==> src/rtl/alu_operand_stage.sv <==
// ID/EX operand stage: captures decoded fields, selects and forwards ALU operands,
// and presents them through a registered valid/ready handshake backed by a skid entry.
package alu_operand_stage_pkg;
    typedef enum logic [3:0] {
        ALU_ADD  = 4'd0,
        ALU_SUB  = 4'd1,
        ALU_SLL  = 4'd2,
        ALU_SLT  = 4'd3,
        ALU_SLTU = 4'd4,
        ALU_XOR  = 4'd5,
        ALU_SRL  = 4'd6,
        ALU_SRA  = 4'd7,
        ALU_OR   = 4'd8,
        ALU_AND  = 4'd9
    } alu_op_e;
endpackage

module alu_operand_stage
    import alu_operand_stage_pkg::*;
#(
    parameter int unsigned XLEN    = 32,
    parameter int unsigned RADDR_W = 5
) (
    input  logic               clk,
    input  logic               rst,
    input  logic               flush,
    input  logic               in_valid,
    output logic               in_ready,
    input  alu_op_e            in_alu_op,
    input  logic [RADDR_W-1:0] in_rs1_addr,
    input  logic [XLEN-1:0]    in_rs1_data,
    input  logic [RADDR_W-1:0] in_rs2_addr,
    input  logic [XLEN-1:0]    in_rs2_data,
    input  logic [XLEN-1:0]    in_pc,
    input  logic [XLEN-1:0]    in_imm,
    input  logic               in_a_sel,
    input  logic               in_b_sel,
    input  logic [RADDR_W-1:0] in_rd_addr,
    input  logic               in_rd_we,
    input  logic               fwd_mem_we,
    input  logic [RADDR_W-1:0] fwd_mem_rd,
    input  logic [XLEN-1:0]    fwd_mem_data,
    input  logic               fwd_wb_we,
    input  logic [RADDR_W-1:0] fwd_wb_rd,
    input  logic [XLEN-1:0]    fwd_wb_data,
    output logic               out_valid,
    input  logic               out_ready,
    output logic [XLEN-1:0]    data_a,
    output logic [XLEN-1:0]    data_b,
    output alu_op_e            alu_op,
    output logic [RADDR_W-1:0] out_rd_addr,
    output logic               out_rd_we
);

    typedef logic [XLEN-1:0] data_t;

    typedef struct packed {
        alu_op_e            alu_op;
        logic [RADDR_W-1:0] rs1_addr;
        logic [RADDR_W-1:0] rs2_addr;
        logic               a_sel;
        logic               b_sel;
        data_t              data_a;
        data_t              data_b;
        logic [RADDR_W-1:0] rd_addr;
        logic               rd_we;
    } entry_t;

    entry_t main_q, main_d, skid_q, skid_d, cap;
    logic   main_valid_q, main_valid_d, skid_valid_q, skid_valid_d;
    logic   accept, consume;

    // MEM beats WB beats the supplied base value; x0 is hard-wired to zero.
    function automatic data_t resolve(input logic [RADDR_W-1:0] addr, input data_t base);
        if (addr == '0)
            return '0;
        if (fwd_mem_we && (fwd_mem_rd == addr))
            return fwd_mem_data;
        if (fwd_wb_we && (fwd_wb_rd == addr))
            return fwd_wb_data;
        return base;
    endfunction

    // A held entry treats its own operand as the register-file value, so newer results overwrite it.
    function automatic entry_t refresh(input entry_t e);
        entry_t r;
        r = e;
        if (!e.a_sel)
            r.data_a = resolve(e.rs1_addr, e.data_a);
        if (!e.b_sel)
            r.data_b = resolve(e.rs2_addr, e.data_b);
        return r;
    endfunction

    always_comb begin
        cap          = '0;
        cap.alu_op   = in_alu_op;
        cap.rs1_addr = in_rs1_addr;
        cap.rs2_addr = in_rs2_addr;
        cap.a_sel    = in_a_sel;
        cap.b_sel    = in_b_sel;
        cap.data_a   = in_a_sel ? in_pc  : resolve(in_rs1_addr, in_rs1_data);
        cap.data_b   = in_b_sel ? in_imm : resolve(in_rs2_addr, in_rs2_data);
        cap.rd_addr  = in_rd_addr;
        cap.rd_we    = in_rd_we && (in_rd_addr != '0);
    end

    assign accept  = in_valid && in_ready;
    assign consume = main_valid_q && out_ready;

    always_comb begin
        main_d       = main_q;
        skid_d       = skid_q;
        main_valid_d = main_valid_q;
        skid_valid_d = skid_valid_q;
        if (main_valid_q)
            main_d = refresh(main_q);
        if (skid_valid_q)
            skid_d = refresh(skid_q);

        if (!main_valid_q || consume) begin
            if (skid_valid_q) begin
                main_d       = refresh(skid_q);
                main_valid_d = 1'b1;
                skid_valid_d = 1'b0;
            end else if (accept) begin
                main_d       = cap;
                main_valid_d = 1'b1;
            end else begin
                main_valid_d = 1'b0;
            end
        end else if (accept) begin
            skid_d       = cap;
            skid_valid_d = 1'b1;
        end

        if (flush) begin
            main_d       = main_q;
            skid_d       = skid_q;
            main_valid_d = 1'b0;
            skid_valid_d = 1'b0;
        end
    end

    always_ff @(posedge clk) begin
        if (rst) begin
            main_q       <= '0;
            skid_q       <= '0;
            main_valid_q <= 1'b0;
            skid_valid_q <= 1'b0;
        end else begin
            main_q       <= main_d;
            skid_q       <= skid_d;
            main_valid_q <= main_valid_d;
            skid_valid_q <= skid_valid_d;
        end
    end

    assign in_ready    = !skid_valid_q;
    assign out_valid   = main_valid_q;
    assign data_a      = main_q.data_a;
    assign data_b      = main_q.data_b;
    assign alu_op      = main_q.alu_op;
    assign out_rd_addr = main_q.rd_addr;
    assign out_rd_we   = main_q.rd_we;

endmodule

==> config.mk <==
export PLATFORM = sky130hd
export DESIGN_NAME = alu_operand_stage
export DESIGN_NICKNAME = d
export VERILOG_FILES = /design/src/rtl/alu_operand_stage.sv
export SDC_FILE = /design/constraint.sdc
export NUM_CORES = 1
export LEC_CHECK = 0
export BUFFER_PORTS_ARGS = -buffer_cell sky130_fd_sc_hd__buf_2
export CAP_MARGIN = 10
export CORE_AREA = 8 8 210 212
export CTS_BUF_LIST = sky130_fd_sc_hd__clkbuf_4
export DETAILED_ROUTE_END_ITERATION = 8
export DIE_AREA = 0 0 218 220
export GPL_TIMING_DRIVEN = 1
export PLACE_DENSITY = 0.61
export SKIP_LAST_GASP = 1
export SLEW_MARGIN = 20
export SYNTH_ARGS = -nofsm -noshare
export SYNTH_HDL_FRONTEND = slang
export SYNTH_SLANG_ARGS = --single-unit
export TNS_END_PERCENT = 50
==> constraint.sdc <==
create_clock -name clk -period 3 [get_ports clk]
set_input_delay 0.3 -clock clk [delete_from_list [all_inputs] [get_ports clk]]
set_output_delay 0.3 -clock clk [all_outputs]
set_load 0.01 [all_outputs]
* Word-level counts from Yosys, hierarchy flattened
Cells that the tools add are included.
** Storage, ports and cells
- Bits in registers :: 174
- Input bits :: 231
- Output and inout port bits :: 76
- Logic and storage cells :: 198
** Operators by class
- Equality and inequality tests :: 12
- Muxes and demuxes :: 139
- Reduce and logical (&&, ||, !) cells :: 27
** Operators by type and width (count)
- 2-to-1 mux 32 bit :: 50
- 2-to-1 mux 86 bit :: 5
- 2-to-1 mux 70 bit :: 2
- 2-to-1 mux 1 bit :: 82
- == test 5 bit :: 12
- zero test 5 bit :: 6
- logical AND 1 bit :: 15
- nonzero test 5 bit :: 1
- OR reduction 3 bit :: 1
- zero test 1 bit :: 2
- OR reduction 2 bit :: 1
- logical OR 1 bit :: 1

* Longest topological paths before layout
- Depth after elaboration :: 20
- Depth in mapped cells :: 10
- Mapped depth without buffers :: 7

* Worst setup path before layout
OpenSTA, ideal clock, no wires.
- Path kind :: in2reg
- Start :: input fwd_wb_rd[4]
- End :: register skid_q[38] in the netlist's numbering
- Library setup time :: 0.133 ns
- Data arrival time :: 1.989 ns
- Path slack :: 0.878 ns
- Cell stages on the path :: 9
- Cell sequence :: buf_2 -> xor2_1 -> nor4_4 -> nand2_4 -> buf_6 -> mux2i_1 -> a21oi_1 -> a221oi_1 -> o32ai_1
** On the way
- Longest elaborated chain between the ends :: 14
- Elaborated cells between the ends (all ways) :: 25
** Ends and longest elaborated chain
- from (decl) :: line 44 : input logic [RADDR_W-1:0] fwd_wb_rd,
- == test 5 bit :: line 79 : if (fwd_wb_we && (fwd_wb_rd == addr))
- logical AND 1 bit :: line 79
- 2-to-1 mux 1 bit (2 in a row) :: line 79
- 2-to-1 mux 1 bit :: line 77 : if (fwd_mem_we && (fwd_mem_rd == addr))
- 2-to-1 mux 1 bit :: line 88 : if (!e.a_sel)
- 2-to-1 mux 1 bit :: line 118 : if (skid_valid_q)
- 2-to-1 mux 32 bit :: line 81 : return base;
- 2-to-1 mux 32 bit :: line 79
- 2-to-1 mux 32 bit :: line 77
- 2-to-1 mux 32 bit :: line 88
- 2-to-1 mux 70 bit :: line 118
- 2-to-1 mux 86 bit :: line 132 : end else if (accept) begin
- 2-to-1 mux 86 bit (*) :: line 121 : if (!main_valid_q || consume) begin
- to (signal assigned) :: line 153 : skid_q <= skid_d;
- to (decl) :: line 69 : entry_t main_q, main_d, skid_q, skid_d, cap;
Every way passes the cells marked *; elsewhere a longest branch is shown, timed or not. The select of a mux whose other input is x is not followed.
A chain may end at the register's enable or synchronous reset.

* Worst setup path after layout
- Start :: register skid_valid_q
- End :: output in_ready
** On the way
- Longest elaborated chain between the ends :: 1
** Ends and longest elaborated chain
- from (decl) :: line 70 : logic main_valid_q, main_valid_d, skid_valid_q, skid_valid_d;
- from (signal assigned) :: line 155 : skid_valid_q <= skid_valid_d;
- zero test 1 bit :: line 159 : assign in_ready = !skid_valid_q;
- to (decl) :: line 28 : output logic in_ready,
No other way between the ends.

==> reports/results.txt <==
Status - finished clean
Top FF cell, synth - dfxtp_1
Die Height - 220 microns
Hold depth - 3
Sequential power share - 0.456
Worst-Skew Late Latency - 680 ps
DPL Wire Length - 49200 microns
Nets - 2487
Reg2reg setup slack - 510 ps
Pwr per Cell Area - 311 nW/um^2
Routed Antenna Nets - 0
Synth Area in XOR/XNOR - 0.0352
Drt pass-1 iters - 6
Mapped Nets - 2304
Initial DRC count - 1851
Vias in the first global route - 16900
Seq/Total Area, Yosys - 0.233
CTS Sinks - 174
HP Start - in_imm[6]
Hold EP - data_b[6]
Syn_area_per_cell - 7.20 sq um
Grt ovf - 0
Clock share of power - 0.274
Reg-to-Reg End - skid_q[60]
Simple logic cell fraction of the synthesized area - 0.154
Unrepaired setup endpoints after global routing - false
Initial core utilization - 0.368
Core ar. - 40600 sq um
Comb pwr share - 0.270
GP Congestion - 0.918
Critical Path Sink Type - output port
Sw Pwr - 0.00203 W
Relative slew slack - 0.212
Die ar. - 48000 sq um
Area Overhead vs Synth - 16.6%
Largest net degree at the start of global routing - 76
DRC - 0
Combinational family with the most area after synthesis - compound AO/OA/AOI/OAI gates
Post-synth cell types - 63
Worst Path Max Fanout - 24
Reg-to-reg startpoint - skid_q[78]
P_leak - 6.55 nW
# setup viols final - 0
Syn. warnings - 0
GRT Util Overall - 0.281
Ranking of synthesized cells by area - dfxtp_1, mux2i_1, nand2_1, o21ai_0, a21oi_1
Synth area leader - dfxtp_1
Commonest cells post-synth - nand2_1, o21ai_0, a21oi_1, dfxtp_1, nor2_1
H-tree Lvls - 4
Final Hold Violating Endpoints - 0
Setup bufs post-CTS - 0
Worst-case vdd ir drop - 0.250 mV
Post-DR wirelength/cell - 25.4 microns
Synth async-reset ratio - 0
Post-synth EDFFs - 0
Cells after synthesis - 2073
Critical Path RT - 2700 ps
DR vias/cell - 6.33
Final instance area - 17400 sq um
Num rows - 74
Crit Path Class - register to output port
Post-DP Area - 16500 sq um
Fmax - 0.366 GHz
CTS tree - done
Minimum clock period - 2730 ps
Net Sw Frac - 0.374
Layout cells sized above 1 - 0.194
Cell area after synthesis - 14900 sq um
Startpoint type of the worst setup path - register
Vias - 17800
Area share of the largest cell type after synthesis - 0.233
Port buffer count - 306
CTS buffer count - 17
Num ports - 307
Clock Skew - 32.9 ps
Slew @ Worst Pin - 1180 ps
Most frequent cell after synthesis - nand2_1
Worst-case reg-to-reg path depth - 8
Final wirelength - 71100 microns
Adder-cell share of the synthesized area - 0
Part of the cycle the worst path needs - 0.910
Tot Pwr - 0.00541 W
CTS resizes - 0
Max-Cap Viols - 0
Antenna violations before repair - 16
Mux share of post-synthesis cell area - 0.0980
Setup TNS - 0 ps
Synth Area in Compound Gates - 0.384
Number of synthesized register bits - 174
Clk pin slew, worst setup/hold paths - 160 ps
Die X - 218 microns
HP Class - input port to register
CP arrival - 2430 ps
CTS max path bufs - 2
Global-route wire length before repair - 104000 microns
Root Driver - clkbuf_4
Internal Power - 0.00339 W
Slew Limit Fails - 0
[kinds of logic (layout without fill, tap and decap cells)]
logic type / count (synthesis) / in the layout
AO/OA/AOI/OAI: 862 / 862
XOR/XNOR: 60 / 60
buffers and inverters: 285 / 481
flip-flops: 174 / 174
multiplexers: 146 / 146
other: 0 / 5
AND/OR/NAND/NOR: 546 / 546
[metrics by stage]
| step | instances | setup slack (ps) | utilization | hold WS (ps) |
|---|---|---|---|---|
| detailed placement | 2706 | 400 | 0.406 | 449 |
| global route | 2803 | 238 | 0.429 | 22.1 |
| CTS | 2801 | 311 | 0.428 | 7.18 |
| floorplan | 2073 | 878 | - | 436 |
| finish | 2806 | 270 | 0.429 | 57.0 |
| global placement | 2706 | 424 | 0.406 | 442 |
[critical path, cell delays in order, from the launching register on]
cell	delay (ps)
dfxtp_1	370
inv_1	860
buf_4	370
buf_2	170
[worst max path at each step]
| stage | start | to | slack, ps | cells past startpoint |
|---|---|---|---|---|
| 2_1_floorplan | fwd_wb_rd[4] | skid_q[38] | 880 | 9 |
| 3_3_place_gp | in_rs2_addr[4] | data_b[2] | 420 | 8 |
| 3_5_place_dp | in_rs2_addr[4] | data_b[2] | 400 | 8 |
| 4_1_cts | skid_valid_q | in_ready | 310 | 3 |
| 5_1_grt | skid_valid_q | in_ready | 240 | 3 |
| 6_report | skid_valid_q | in_ready | 270 | 3 |
[metal layers]
layer | part of all wire | up-vias | global-route usage | routed length [microns]
li1 | - | 8076 | - | -
met1 | 0.40 | 8331 | 0.360 | 28100
met2 | 0.45 | 1133 | 0.441 | 31900
met3 | 0.11 | 197 | 0.0757 | 8080
met4 | 0.040 | 20 | 0.123 | 2870
met5 | 0.0018 | - | 0 | 128
[layout by cell type, fill, tap and decap left out, drive strengths merged, types with 12 or more instances in the layout]
cell type    instances
buf                375
nand2              276
o21ai              189
a21oi              182
dfxtp              174
nor2               162
mux2i              146
a211oi              70
o211ai              65
dlygate4sd3         63
a31oi               62
a22oi               50
o21a                39
o221ai              34
xnor2               31
a32o                31
xor2                29
nand3               29
a221oi              25
and3                20
inv                 20
clkbuf              17
a22o                16
nor3                15
a2111oi             13
o22ai               12
[power groups by stage]
stage	Clock, W	Combinational (W)	Sequential (W)
2_1_floorplan	0	0.000801	0.00249
3_3_place_gp	0	0.00135	0.00251
3_5_place_dp	0	0.00136	0.00252
5_1_grt	0.00159	0.00156	0.00248
6_report	0.00149	0.00146	0.00247
4_1_cts	0.00150	0.00143	0.00247
[registers in the layout, indices dropped and copies added, names as in the netlist]
name and flops:
data_a 32, data_b 32, skid_q 86, main_q 12
out_rd_addr 5, skid_valid_q 1, out_valid 1, alu_op 4
out_rd_we 1
[cell type report]
cell class                      count  area (sq um)
Antenna cell                        5          12.5
Clock buffer                       17           128
Clock inverter                     15           149
Fill cell                        4138         23200
Inverter                           11          41.3
Multi-Input combinational cell   1614         10100
Sequential cell                   174          3480
Tap cell                          532           666
Timing Repair Buffer              438          2820
[what timing repair did]
action,CTS,global route
hold endpoints to repair,65,0
endpoints found under the setup margin,0,0
hold buffers,63,0
No activity file was read; power rests on OpenSTA's default activity.
